File: config.mk
export PLATFORM = sky130hd
export DESIGN_NAME = sign_extender_left_shifter_flat
export DESIGN_NICKNAME = d
export VERILOG_FILES = /design/src/rtl/sign_extender_left_shifter_pkg.sv /design/src/rtl/sign_extender_left_shifter_if.sv /design/src/rtl/left_shifter.sv /design/src/rtl/sign_extender.sv /design/src/rtl/sign_extender_left_shifter.sv /design/src/flat_wrapper.sv
export SDC_FILE = /design/constraint.sdc
export NUM_CORES = 1
export LEC_CHECK = 0
export BUFFER_PORTS_ARGS = -buffer_cell sky130_fd_sc_hd__buf_2
export CAP_MARGIN = 0
export CORE_MARGIN = 2
export CORE_UTILIZATION = 30
export CTS_BUF_LIST = sky130_fd_sc_hd__clkbuf_16
export CTS_CLUSTER_SIZE = 12
export DETAILED_ROUTE_END_ITERATION = 8
export PLACE_DENSITY = 0.79
export SLEW_MARGIN = 5
export SYNTH_ARGS = -nofsm -noshare
export SYNTH_HDL_FRONTEND = slang
export SYNTH_SLANG_ARGS = --single-unit
File: constraint.sdc
create_clock -name clk -period 0.9 [get_ports clk]
set_input_delay 0.18 -clock clk [delete_from_list [all_inputs] [get_ports clk]]
set_output_delay 0.18 -clock clk [all_outputs]
set_load 0.005 [all_outputs]
File: src/rtl/sign_extender_left_shifter_pkg.sv
//------------------------------------------------------------------------------
// Module   : core_pkg
// Purpose  : Shared widths and word types for the 32-bit core datapath.
// Contents : DATA_WIDTH, IMM_WIDTH, SHIFT_AMT, word_t, imm_t
// Revision : 1.0 - initial release
//------------------------------------------------------------------------------
`default_nettype none

package core_pkg;
   localparam int DATA_WIDTH = 32;
   localparam int IMM_WIDTH  = 16;
   localparam int SHIFT_AMT  = 2;

   typedef logic [31:0] word_t;
   typedef logic [15:0] imm_t;
endpackage

`default_nettype wire

File: src/rtl/sign_extender_left_shifter_if.sv
//------------------------------------------------------------------------------
// Module   : sign_extender_left_shifter_if
// Purpose  : Bundles the immediate-conditioning datapath signals.
// Ports    : unextended, unshifted, in_valid      (master -> slave)
//            extended, shifted, offset_q,
//            offset_valid_q                        (slave -> master)
// Revision : 1.0 - initial release
//------------------------------------------------------------------------------
`default_nettype none

interface sign_extender_left_shifter_if
   import core_pkg::*;
#(
   parameter int IMM_WIDTH  = core_pkg::IMM_WIDTH,
   parameter int DATA_WIDTH = core_pkg::DATA_WIDTH
);
   logic [IMM_WIDTH-1:0]  unextended;
   logic [DATA_WIDTH-1:0] unshifted;
   logic                  in_valid;
   logic [DATA_WIDTH-1:0] extended;
   logic [DATA_WIDTH-1:0] shifted;
   logic [DATA_WIDTH-1:0] offset_q;
   logic                  offset_valid_q;

   // Decode side drives the raw fields.
   modport master (
      output unextended, unshifted, in_valid,
      input  extended, shifted, offset_q, offset_valid_q
   );

   // Conditioning block consumes the raw fields.
   modport slave (
      input  unextended, unshifted, in_valid,
      output extended, shifted, offset_q, offset_valid_q
   );
endinterface

`default_nettype wire

File: src/rtl/left_shifter.sv
//------------------------------------------------------------------------------
// Module   : left_shifter
// Purpose  : Combinational fixed-distance logical left shift; bits shifted
//            out of the top are dropped.
// Ports    : unshifted [DATA_WIDTH] -> shifted [DATA_WIDTH]
// Revision : 1.0 - initial release
//------------------------------------------------------------------------------
`default_nettype none

module left_shifter
   import core_pkg::*;
#(
   parameter int DATA_WIDTH = core_pkg::DATA_WIDTH,
   parameter int SHIFT_AMT  = core_pkg::SHIFT_AMT
) (
   input  wire logic [DATA_WIDTH-1:0] unshifted,
   output      logic [DATA_WIDTH-1:0] shifted
);
   generate
      if (SHIFT_AMT < 0 || SHIFT_AMT >= DATA_WIDTH) begin : g_bad_shift
         $error("left_shifter: SHIFT_AMT must be in [0, DATA_WIDTH)");
      end
      // A zero-width zero-fill concatenation is illegal, so SHIFT_AMT=0 is a
      // straight pass-through.
      if (SHIFT_AMT == 0) begin : g_pass
         assign shifted = unshifted;
      end else begin : g_shift
         assign shifted = {unshifted[DATA_WIDTH-1-SHIFT_AMT:0], {SHIFT_AMT{1'b0}}};
      end
   endgenerate
endmodule

`default_nettype wire

File: src/rtl/sign_extender.sv
//------------------------------------------------------------------------------
// Module   : sign_extender
// Purpose  : Combinational sign extension of an immediate field.
// Ports    : unextended [IMM_WIDTH]  -> extended [DATA_WIDTH]
// Revision : 1.0 - initial release
//------------------------------------------------------------------------------
`default_nettype none

module sign_extender
   import core_pkg::*;
#(
   parameter int IMM_WIDTH  = core_pkg::IMM_WIDTH,
   parameter int DATA_WIDTH = core_pkg::DATA_WIDTH
) (
   input  wire logic [IMM_WIDTH-1:0]  unextended,
   output      logic [DATA_WIDTH-1:0] extended
);
   generate
      if (IMM_WIDTH >= DATA_WIDTH) begin : g_bad_width
         $error("sign_extender: IMM_WIDTH must be smaller than DATA_WIDTH");
      end
   endgenerate

   assign extended = {{(DATA_WIDTH-IMM_WIDTH){unextended[IMM_WIDTH-1]}}, unextended};
endmodule

`default_nettype wire

File: src/rtl/sign_extender_left_shifter.sv
//------------------------------------------------------------------------------
// Module   : sign_extender_left_shifter
// Purpose  : Immediate conditioning between decode and the branch-target
//            adder / ALU operand mux. Combinational sign-extend and shift,
//            plus a registered byte offset sign_extend(imm) << SHIFT_AMT.
// Ports    : clk, rst_n (async, active-low)
//            bus.slave : unextended, unshifted, in_valid ->
//                        extended, shifted, offset_q, offset_valid_q
// Revision : 1.0 - initial release
//------------------------------------------------------------------------------
`default_nettype none

module sign_extender_left_shifter
   import core_pkg::*;
#(
   parameter int IMM_WIDTH  = core_pkg::IMM_WIDTH,
   parameter int DATA_WIDTH = core_pkg::DATA_WIDTH,
   parameter int SHIFT_AMT  = core_pkg::SHIFT_AMT
) (
   input wire logic               clk,
   input wire logic               rst_n,
   sign_extender_left_shifter_if.slave bus
);
   logic [DATA_WIDTH-1:0] w_offset_ext;
   logic [DATA_WIDTH-1:0] w_offset_next;
   logic [DATA_WIDTH-1:0] r_offset_q;
   logic                  r_offset_valid_q;

   // Pair driving the combinational outputs.
   sign_extender #(.IMM_WIDTH(IMM_WIDTH), .DATA_WIDTH(DATA_WIDTH)) u_ext (
      .unextended (bus.unextended),
      .extended   (bus.extended)
   );

   left_shifter #(.DATA_WIDTH(DATA_WIDTH), .SHIFT_AMT(SHIFT_AMT)) u_shl (
      .unshifted (bus.unshifted),
      .shifted   (bus.shifted)
   );

   // Dedicated pair for the offset path so the shift input stays independent
   // of the unshifted operand.
   sign_extender #(.IMM_WIDTH(IMM_WIDTH), .DATA_WIDTH(DATA_WIDTH)) u_off_ext (
      .unextended (bus.unextended),
      .extended   (w_offset_ext)
   );

   left_shifter #(.DATA_WIDTH(DATA_WIDTH), .SHIFT_AMT(SHIFT_AMT)) u_off_shl (
      .unshifted (w_offset_ext),
      .shifted   (w_offset_next)
   );

   always_ff @(posedge clk or negedge rst_n) begin
      if (!rst_n) begin
         r_offset_q       <= '0;
         r_offset_valid_q <= 1'b0;
      end else begin
         r_offset_valid_q <= bus.in_valid;
         if (bus.in_valid) begin
            r_offset_q <= w_offset_next;
         end
      end
   end

   assign bus.offset_q       = r_offset_q;
   assign bus.offset_valid_q = r_offset_valid_q;
endmodule

`default_nettype wire

File: src/flat_wrapper.sv
// flat-port wrapper written by rule: the top's interface ports become plain ports
module sign_extender_left_shifter_flat import core_pkg::*;
#(
   parameter int IMM_WIDTH  = core_pkg::IMM_WIDTH,
   parameter int DATA_WIDTH = core_pkg::DATA_WIDTH,
   parameter int SHIFT_AMT  = core_pkg::SHIFT_AMT
)
  (clk, rst_n, bus_unextended, bus_unshifted, bus_in_valid, bus_extended, bus_shifted, bus_offset_q, bus_offset_valid_q);
  sign_extender_left_shifter_if #(.IMM_WIDTH(IMM_WIDTH), .DATA_WIDTH(DATA_WIDTH)) bus_i ();
  input wire logic clk;
  input wire logic rst_n;
  input wire logic [$bits(bus_i.unextended)-1:0] bus_unextended;
  input wire logic [$bits(bus_i.unshifted)-1:0] bus_unshifted;
  input wire logic [$bits(bus_i.in_valid)-1:0] bus_in_valid;
  output wire logic [$bits(bus_i.extended)-1:0] bus_extended;
  output wire logic [$bits(bus_i.shifted)-1:0] bus_shifted;
  output wire logic [$bits(bus_i.offset_q)-1:0] bus_offset_q;
  output wire logic [$bits(bus_i.offset_valid_q)-1:0] bus_offset_valid_q;
  assign bus_i.unextended = bus_unextended;
  assign bus_i.unshifted = bus_unshifted;
  assign bus_i.in_valid = bus_in_valid;
  assign bus_extended = bus_i.extended;
  assign bus_shifted = bus_i.shifted;
  assign bus_offset_q = bus_i.offset_q;
  assign bus_offset_valid_q = bus_i.offset_valid_q;
  sign_extender_left_shifter #(.IMM_WIDTH(IMM_WIDTH), .DATA_WIDTH(DATA_WIDTH), .SHIFT_AMT(SHIFT_AMT)) u_core (.clk(clk), .rst_n(rst_n), .bus(bus_i));
endmodule
==> After elaboration in Yosys (flattened, before gate mapping) <==
Cells that the tools add are included.
{ "word_totals": {"in_bits": 51, "out_inout_bits": 97, "elab_cells": 2, "regBits": 17} }

==> Logic depth before layout (Yosys ltp) <==
Gate-level depths: netlist of run 1.
{ "depth": {"ltp_word": 0, "mapped_depth": 3, "depth_no_buf": 1} }

==> By module <==
From an unflattened synthesis of run 1, not the netlist that was laid out.
{ "unflattened": {"cells_unflattened": 199, "area_unflattened_um2": 2338.5} }
{ "by_module_without_submodules": {"columns": ["module", "cells_each", "seq_area_each_um2", "area_per_inst_um2", "instances"], "rows": [
  ["sign_extender_left_shifter", 69, 825.8, 1370.1, 1],
  ["left_shifter", 33, 0.0, 244.0, 2],
  ["sign_extender", 32, 0.0, 240.2, 2]
]} }

==> Worst setup path before layout of run 1 <==
No wires, ideal clock.
{ "synth_path": {"path_kind": "reg-to-reg", "start": "register, netlist name u_core.bus.offset_q[17]", "end": "register, netlist name u_core.bus.offset_q[17]", "t_arrival_ns": 0.800, "path_slack_ns": -0.025, "setup_time_ns": 0.125, "n_path_buf": 0, "t_required_ns": 0.775, "synth_period_minus_slack_ns": 0.925, "stages_incl_launch_ff": 2, "cell_sequence": "dfrtp_1 > mux2_4"} }

==> Final worst setup path of run 1 <==
{ "layout_path": {"start": "register, netlist name u_core.bus.offset_q[17]", "end": "output port bus_offset_q[27]"} }
{ "layout_rtl": {"columns": ["element", "line", "source"], "rows": [
  ["end: declaration", "flat_wrapper.sv:17", "output wire logic [$bits(bus_i.offset_q)-1:0] bus_offset_q;"]
]} }
No word-level cell between the ends.

==> metrics, run 1 <==
Netlist Area Pre-Place=1279 µm²; clk_lat worst skew=roughly 0.24 ns; Row Count=23; Max Clock Skew=0 ns; core area=a little over 4000 µm²; CP Class=reg2out; Worst setup startpoint=u_core.bus.offset_q[17]; register bit total from synthesis=17; synthesized area per cell=between 10 and 15 µm²; filler instances=between 400 and 500; Gate Count Post-Synth=between 100 and 150; crit share post-route=117.5%; Root Buffer=clkbuf_16; Synth cell types=7; WL final=1.996 mm; global-route wire length before repair=3.084 mm; Final Max Tran Viols=0; Critical Path Max Stage Delay=between 0.4 and 0.5 ns; WP depth=1; drt first pass iters=2; CP bufs+invs=1; WL/cell=11.09 µm; worst setup path end=bus_offset_q[27]; CP required=slightly above 0.7 ns; Power Density=1748 nW/µm²; Top Ports=between 100 and 150; clk slew on worst S/H paths=~0.05 ns; vias after detailed routing=between 600 and 700; failing checks=setup timing; total power draw=approximately 2.3 mW; unrepaired setup endpoints after global routing=true; Synth area leader=buf_4; final setup vio count=30; Routed Antenna Nets=0; CTS max path bufs=2; Detail Placement HPWL=1.555 mm; share of layout cells above drive strength 1=between 80% and 90%; H-tree Lvls=1; startpoint types=flop; status=finished, violations left; crit-path leading delay family=flip-flops; GRT Overall Usage=under 10%; Num CTS Buffers=3; capture point of the worst reg-to-reg path=u_core.bus.offset_q[17]; FF-to-FF Start=u_core.bus.offset_q[17]; static leakage=roughly 0.72 nW; WP data arrival=0.88 ns; Hold Fails Final Rpt=0; critical path peak fanout=16; final instance area=about 1300 µm²; worst slack at placement=-0.02679 ns; Resized cells post-CTS=0; Reg2Reg Setup Slack=0.03 ns; Die W=between 60 and 70 µm; Synth top area share=46.97%; top cells by area, synth=buf_4, dfrtp_1, mux2_4; CTS tree=built; Max IR drop VDD=around 0.00054 V; Worst Reg-to-Reg Cells=1; initial core utilization=31.51%; die footprint=4800 µm²; diode count=0; clk sink count=17; fin cells=180; vias in the first global route=602; main flop type after synthesis=dfrtp_1; Initial DRC Count=5; asr flop ratio synth=100.0%; DIE HEIGHT=slightly below 70 µm; grt ovf=0; Post-DP Area=between 1000 and 1500 µm²; Slowest-stage cell, CP=dfrtp_2; Hold/Removal Path Class=in2reg; DRC Markers=0; port bufs=81; Area Overhead vs Synth=1.272%; Ys Warns=0; placed cells=between 150 and 200; Hold Slack=0.1716 ns; sequential-to-total area share from yosys stat=between 30% and 40%; number of flops mapped to enable cells by yosys=0; initial antenna violation count=0; Max Cap Viol=0; fin worst setup slack=-0.1573 ns; count leader, synth=buf_4; cell chain of the critical path=buf_2; clock period minus worst slack=between 1 and 1.5 ns; fmax=945.8 MHz; Routability Congestion=around 0.66; largest net degree at the start of global routing=19; Layout Nets=roughly 180; routed vias/inst=~3.7; Setup crit end kind=primary output; commonest cells in the synthesized netlist=buf_4, dfrtp_1, mux2_4
worst min-delay path by stage:
| stage | start | to | slack, ns | depth (start not counted) |
|---|---|---|---|---|
| final | bus_unextended[1] | u_core.bus.offset_q[3] | 0.17 | 2 |
| after detailed placement | rst_n | u_core.bus.offset_valid_q | 0.14 | 1 |
| after floorplan | rst_n | u_core.bus.offset_q[10] | -0.12 | 0 |
| after global routing | bus_unextended[6] | u_core.bus.offset_q[8] | 0.17 | 2 |
| after CTS | bus_unextended[1] | u_core.bus.offset_q[3] | 0.17 | 2 |
| after global placement | rst_n | u_core.bus.offset_q[11] | 0.13 | 1 |
layer usage:
layer	routed length, µm	track usage (%)
met5	0	0
met4	9	5.664
met3	160	2.616
met2	1076	13.14
met1	750	9.034
flip-flops by register name (all words and copies together) (netlist names):
| register | flops |
|---|---|
| u_core.bus.offset_valid_q | 1 |
| u_core.bus.offset_q | 16 |
metrics by stage:
step                TNS (ns)  utilization (%)
floorplan                  0                -
global placement    -0.04801            28.77
detailed placement   -0.1400            28.77
CTS                   -3.042            31.73
global route          -3.644            31.91
finish                -2.667            31.91
final cells by class:
class	instances	area (µm²)	area share [%]
clock inverters	1	5.005	0.3865
well taps	50	62.56	4.831
repair buffers	89	493.0	38.07
multi-input cells	20	232.7	17.97
flip-flops and latches	17	426.7	32.95
clock buffers	3	75.07	5.797
logic make-up (layout without fill, tap and decap cells):
group / Yosys count / count (layout) / share of synthesized area, %
buffers and inverters: 82 / 93 / 49.41
DFF: 17 / 17 / 33.27
muxes: 16 / 16 / 17.02
other: 1 / 4 / 0.2933
placed cells by master (no fill, tap or decap):
cell type and n:
dlygate4sd3_1 1, clkbuf_16 3, buf_12 2, mux2_2 6
buf_4 5, dfrtp_1 16, clkinv_2 1, mux2_4 10
conb_1 4, dfrtp_2 1, buf_2 81
report_power, final:
group / switching (mW) / total, mW / internal [mW]
combinational: 0.185 / 0.482 / 0.298
clock: 0.301 / 0.895 / 0.594
sequential: 0.0455 / 0.886 / 0.840
total: 0.531 / 2.26 / 1.73
repair_timing:
item                                    4_1_cts  5_1_grt
endpoints found under the hold margin        17        0
buffers inserted                              4        1
gates cloned                                  0        0
endpoints found under the setup margin       31       31
hold buffers                                  1        0
pin swaps                                     0        0
No activity file was read; power rests on OpenSTA's default activity.
==> inputs of run 2 (changes only) <==
--- a/config.mk
+++ b/config.mk
@@ -7,7 +7,6 @@
 export LEC_CHECK = 0
 export BUFFER_PORTS_ARGS = -buffer_cell sky130_fd_sc_hd__buf_2
 export CAP_MARGIN = 0
-export CORE_MARGIN = 2
 export CORE_UTILIZATION = 30
 export CTS_BUF_LIST = sky130_fd_sc_hd__clkbuf_16
 export CTS_CLUSTER_SIZE = 12
==> run 2 against run 1 <==
The flow still finishes with violations (setup timing); largest power group unchanged; critical endpoint is now bus_offset_q[24]; register-to-register slack about the same; first-iteration DRC count shrank 20%; clock skew is the same; largest cell class unchanged; combinational power rose by 4%.
==> metrics, run 2 (synthesis results as in run 1) <==
GRT Overall Usage=8.827% (was 8.143%); Final Max Tran Viols=0 (unchanged); CTS tree=built (unchanged); fin worst setup slack=-0.1559 ns (was -0.1573 ns); CP required=0.72 ns (about the same); Root Buffer=clkbuf_16 (unchanged); cell chain of the critical path=buf_2 (unchanged); critical path peak fanout=16 (unchanged); final instance area=1313 µm² (was 1295 µm²); CP Class=reg2out (unchanged); initial antenna violation count=0 (unchanged); Routed Antenna Nets=0 (unchanged); largest net degree at the start of global routing=19 (unchanged); GRT busiest layer=met2 (unchanged); most frequent cells in the layout=buf_2, dfrtp_1, mux2_4 (unchanged); commonest non-fill, non-tap cell in the layout=buf_2 (unchanged); Max IR drop VDD=0.0005361 V (was 0.0005357 V); Post-DP Area=1155 µm² (was 1167 µm²); crit-path leading delay family=flip-flops (unchanged); capture point of the worst reg-to-reg path=u_core.bus.offset_q[4] (was u_core.bus.offset_q[17]); clk sink count=17 (unchanged); DIE HEIGHT=67.29 µm (was 69.29 µm); hold path cells=2 (unchanged); CTS max path bufs=2 (unchanged); clk_lat worst skew=0.25 ns (was 0.24 ns); met3 Usage GRT=2.703% (was 2.616%); Hold/Removal Path Class=in2reg (unchanged); port bufs=81 (unchanged); Area Overhead vs Synth=2.642% (was 1.272%); initial core utilization=31.51% (unchanged); fmax=947.0 MHz (was 945.8 MHz); GR met2 Demand/Resource=14.50% (was 13.14%); Hold Slack=0.1747 ns (was 0.1716 ns); crit share post-route=117.3% (was 117.5%); Gate power share=21.9% (was 21.3%); WL/cell=10.73 µm (was 11.09 µm); Reg2Reg Setup Slack=0.02 ns (was 0.03 ns); Max Cap Viol=0 (unchanged); routed vias/inst=3.765 (was 3.711); Num CTS Buffers=3 (unchanged); Max Clock Skew=0 ns (unchanged); startpoint types=flop (unchanged); clock period minus worst slack=1.056 ns (was 1.057 ns); Critical Path Max Stage Delay=0.47 ns (about the same); diode count=0 (unchanged); Power Density=1740 nW/µm² (was 1748 nW/µm²); die footprint=4527 µm² (was 4800 µm²); Hold Fails Final Rpt=0 (unchanged); Top Ports=148 (unchanged); hold wc startpoint=bus_unextended[8] (was bus_unextended[1]); total power draw=2.284 mW (was 2.264 mW); share of layout cells above drive strength 1=84.21% (was 83.85%); Worst Reg-to-Reg Cells=2 (was 1); hold endpoint=u_core.bus.offset_q[10] (was u_core.bus.offset_q[3]); static leakage=0.7361 nW (was 0.7238 nW); final core occ=32.35% (was 31.91%); WL final=1.964 mm (was 1.996 mm); final setup vio count=30 (unchanged); Psw=0.5358 mW (was 0.5309 mW); vias after detailed routing=689 (was 668); Layout Nets=185 (was 182); Die W=67.29 µm (was 69.29 µm); worst slack at placement=-0.05460 ns (was -0.02679 ns); status=finished, violations left (unchanged); vias in the first global route=585 (was 602); drt first pass iters=4 (was 2); number of flip-flops in the largest register=16 (unchanged); Routability Congestion=0.6344 (was 0.6552); WP data arrival=0.88 ns (about the same); Row Count=23 (unchanged); clk slew on worst S/H paths=0.05 ns (about the same); Internal Power=1.748 mW (was 1.733 mW); Clk pwr share=39.3% (was 39.6%); global-route wire length before repair=2.787 mm (was 3.084 mm); Flop pwr share=38.8% (was 39.1%); H-tree Lvls=1 (unchanged); CP bufs+invs=1 (unchanged); Slowest-stage cell, CP=dfrtp_2 (unchanged); unrepaired setup endpoints after global routing=true (unchanged); DRC Markers=0 (unchanged); failing checks=setup timing (unchanged); Initial DRC Count=4 (was 5); FF-to-FF Start=u_core.bus.offset_q[4] (was u_core.bus.offset_q[17]); Setup crit end kind=primary output (unchanged); met1 Use GR=9.147% (was 9.034%); grt ovf=0 (unchanged); core area=4058 µm² (unchanged); Sw Share=23.46% (was 23.45%)
## run 2: cell types whose count changed in the layout (fill, tap and decap cells not counted), sizes merged
cell / delta
buf: +3
## run 2: per-layer routing
| metal | routed length [µm] | vias up | share of wire (%) |
|---|---|---|---|
| li1 | - | 314 | - |
| met1 | 739 | 319 | 38 |
| met2 | 1048 | 50 | 53 |
| met3 | 140 | 6 | 7.1 |
| met4 | 36 | 0 | 1.8 |
| met5 | 0 | - | 0 |
## run 2: layout make-up
class / count / area (µm²)
Clock buffer: 3 / 75.07
Clock inverter: 1 / 5.005
Fill cell: 414 / 2745
Multi-Input combinational cell: 20 / 232.7
Sequential cell: 17 / 426.7
Tap cell: 50 / 62.56
Timing Repair Buffer: 92 / 510.5
## run 2: how the worst max path moves through the flow
stage / start / to / cells past startpoint
floorplan: u_core.bus.offset_q[17] / u_core.bus.offset_q[17] / 1
CTS: u_core.bus.offset_q[17] / bus_offset_q[17] / 1
detailed placement: bus_in_valid / u_core.bus.offset_q[16] / 3
finish: u_core.bus.offset_q[17] / bus_offset_q[24] / 1
global route: u_core.bus.offset_q[17] / bus_offset_q[31] / 1
global placement: bus_in_valid / u_core.bus.offset_q[15] / 3
## run 2: stage by stage
step | cells | setup TNS [ns]
2_1_floorplan | 119 | 0
3_3_place_gp | 170 | -0.3634
3_5_place_dp | 170 | -0.5492
4_1_cts | 181 | -3.047
5_1_grt | 183 | -4.360
6_report | 183 | -2.682
## run 2: timing repair
| item | CTS | global route |
|---|---|---|
| setup endpoints to repair | 30 | 35 |
| setup buffers | 6 | 2 |
| hold buffers | 1 | 0 |
| endpoints found under the hold margin | 17 | 0 |
| gates resized for setup | 0 | 2 |
| cloned | 0 | 0 |
## run 2: power groups by stage
stage	clock network, mW	registers (mW)	logic [mW]
detailed placement	0	0.899	0.448
CTS	0.944	0.886	0.490
global placement	0	0.896	0.438
global route	0.972	0.903	0.562
finish	0.898	0.887	0.499
floorplan	0	0.909	0.465
==> inputs of run 3 (changes only) <==
--- a/config.mk
+++ b/config.mk
@@ -11,7 +11,7 @@
 export CTS_BUF_LIST = sky130_fd_sc_hd__clkbuf_16
 export CTS_CLUSTER_SIZE = 12
 export DETAILED_ROUTE_END_ITERATION = 8
-export PLACE_DENSITY = 0.79
+export PLACE_DENSITY = 0.73
 export SLEW_MARGIN = 5
 export SYNTH_ARGS = -nofsm -noshare
 export SYNTH_HDL_FRONTEND = slang
==> run 3 against run 2 <==
The flow still finishes with violations (setup timing); flip-flop and latch count stayed put; via count down 0.15%; largest cell class unchanged; critical endpoint is now bus_offset_q[26]; clock-buffer cell count is the same; register-to-register slack hardly changed; non-clock buffer count fell by 1; hold slack worse by 0.049 ns; clock skew stayed put.
==> metrics, run 3 (synthesis results as in run 1) <==
status=finished, violations left (unchanged); failing checks=setup timing (unchanged); grt ovf=0 (unchanged); Psw=0.5200 mW (was 0.5358 mW); Hold/Removal Path Class=in2reg (unchanged); hold wc startpoint=bus_in_valid (was bus_unextended[8]); Setup crit end kind=primary output (unchanged); Root Buffer=clkbuf_16 (unchanged); Internal Power=1.746 mW (was 1.748 mW); unrepaired setup endpoints after global routing=true (unchanged); drt first pass iters=4 (unchanged); Power Density=1724 nW/µm² (was 1740 nW/µm²); share of layout cells above drive strength 1=84.09% (was 84.21%); clk_lat worst skew=0.25 ns (about the same); Gate power share=22.0% (was 21.9%); Slowest-stage cell, CP=dfrtp_2 (unchanged); setup TNS=-2.603 ns (was -2.682 ns); DIE HEIGHT=67.29 µm (unchanged); initial antenna violation count=0 (unchanged); CTS max path bufs=2 (unchanged); DRC Markers=0 (unchanged); Row Count=23 (unchanged); diode count=0 (unchanged); commonest non-fill, non-tap cell in the layout=buf_2 (unchanged); WL/cell=10.73 µm (about the same); final instance area=1314 µm² (was 1313 µm²); Sw Share=22.95% (was 23.46%); Clk pwr share=38.8% (was 39.3%); Top Ports=148 (unchanged); CP required=0.72 ns (about the same); routed vias/inst=3.780 (was 3.765); vias after detailed routing=688 (was 689); Worst Reg-to-Reg Cells=2 (unchanged); crit-path leading delay family=flip-flops (unchanged); Max Cap Viol=0 (unchanged); final setup vio count=31 (was 30); clk sink count=17 (unchanged); WP depth=1 (unchanged); FF-to-FF Start=u_core.bus.offset_q[4] (unchanged); clk slew on worst S/H paths=0.05 ns (about the same); clock period minus worst slack=1.055 ns (was 1.056 ns); Initial DRC Count=6 (was 4); Post-DP Area=1167 µm² (was 1155 µm²); initial core utilization=31.51% (unchanged); Detail Placement HPWL=around 1.5 mm; Critical Path Max Stage Delay=0.48 ns (was 0.47 ns); Layout Nets=184 (was 185); H-tree Lvls=1 (unchanged); die footprint=4527 µm² (unchanged); Area Overhead vs Synth=2.740% (was 2.642%); Max IR drop VDD=0.0008583 V (was 0.0005361 V); Die W=67.29 µm (unchanged); capture point of the worst reg-to-reg path=u_core.bus.offset_q[4] (unchanged); WP data arrival=0.87 ns (was 0.88 ns); crit share post-route=117.2% (was 117.3%); core area=4058 µm² (unchanged); Final Max Tran Viols=0 (unchanged); most frequent cells in the layout=buf_2, dfrtp_1, mux2_4 (unchanged); final core occ=32.38% (was 32.35%); Routed Antenna Nets=0 (unchanged); CTS tree=built (unchanged); largest net degree at the start of global routing=19 (unchanged); Num CTS Buffers=3 (unchanged); CP bufs+invs=1 (unchanged); placed cells=170 (unchanged); hold endpoint=u_core.bus.offset_valid_q (was u_core.bus.offset_q[10]); Reg2Reg Setup Slack=0.02 ns (about the same); Routability Congestion=0.6573 (was 0.6344); port bufs=81 (unchanged); CP Class=reg2out (unchanged); startpoint types=flop (unchanged); Max Clock Skew=0 ns (unchanged); vias in the first global route=558 (was 585); fin worst setup slack=-0.1550 ns (was -0.1559 ns); hold path cells=1 (was 2); WL final=1.953 mm (was 1.964 mm); critical path peak fanout=16 (unchanged); Flop pwr share=39.1% (was 38.8%); number of flip-flops in the largest register=16 (unchanged); Hold Fails Final Rpt=0 (unchanged); GRT Overall Usage=8.696% (was 8.827%); global-route wire length before repair=2.794 mm (was 2.787 mm); cell chain of the critical path=buf_2 (unchanged); static leakage=0.7346 nW (was 0.7361 nW); fin cells=182 (was 183); fmax=947.9 MHz (was 947.0 MHz)
-- run 3: worst max path at each step --
stage                                  from                 endpoint  slack [ns]
CTS                 u_core.bus.offset_q[17]         bus_offset_q[28]       -0.17
finish              u_core.bus.offset_q[17]         bus_offset_q[26]       -0.15
global placement               bus_in_valid  u_core.bus.offset_q[15]       -0.03
detailed placement             bus_in_valid  u_core.bus.offset_q[15]       -0.05
global route        u_core.bus.offset_q[17]         bus_offset_q[22]       -0.23
floorplan           u_core.bus.offset_q[17]  u_core.bus.offset_q[17]        0.03
-- run 3: layer usage --
metal / global-route usage (%) / routed length (µm)
met2: 15.50 / 1059
met1: 8.665 / 696
met4: 2.394 / 17
met5: 0 / 0
met3: 4.730 / 181
-- run 3: power by group through the flow --
stage,Combinational (mW),Sequential (mW),Clock (mW)
5_1_grt,0.561,0.899,0.956
3_3_place_gp,0.449,0.898,0
6_report,0.499,0.886,0.880
2_1_floorplan,0.465,0.909,0
3_5_place_dp,0.459,0.899,0
4_1_cts,0.495,0.887,0.916
-- run 3: layout make-up --
cell class                 count  area (µm²)
fill                         421        2744
timing repair buffer          91       511.7
sequential                    17       426.7
multi-input combinational     20       232.7
clock buffer                   3       75.07
tap                           50       62.56
clock inverter                 1       5.005
-- run 3: what timing repair did --
action	in CTS	in global routing
resized for setup	0	1
endpoints found under the setup margin	31	34
hold buffers	1	0
hold endpoints to repair	17	0
buffers inserted	5	2
-- run 3: stage by stage --
stage	total power, mW	hold WS (ns)	worst slack, ns
global route	2.416	0.1185	-0.2310
finish	2.266	0.1260	-0.1550
CTS	2.297	0.1235	-0.1718
floorplan	1.375	-0.1156	0.02530
detailed placement	1.357	0.1342	-0.04717
global placement	1.347	0.1259	-0.02649
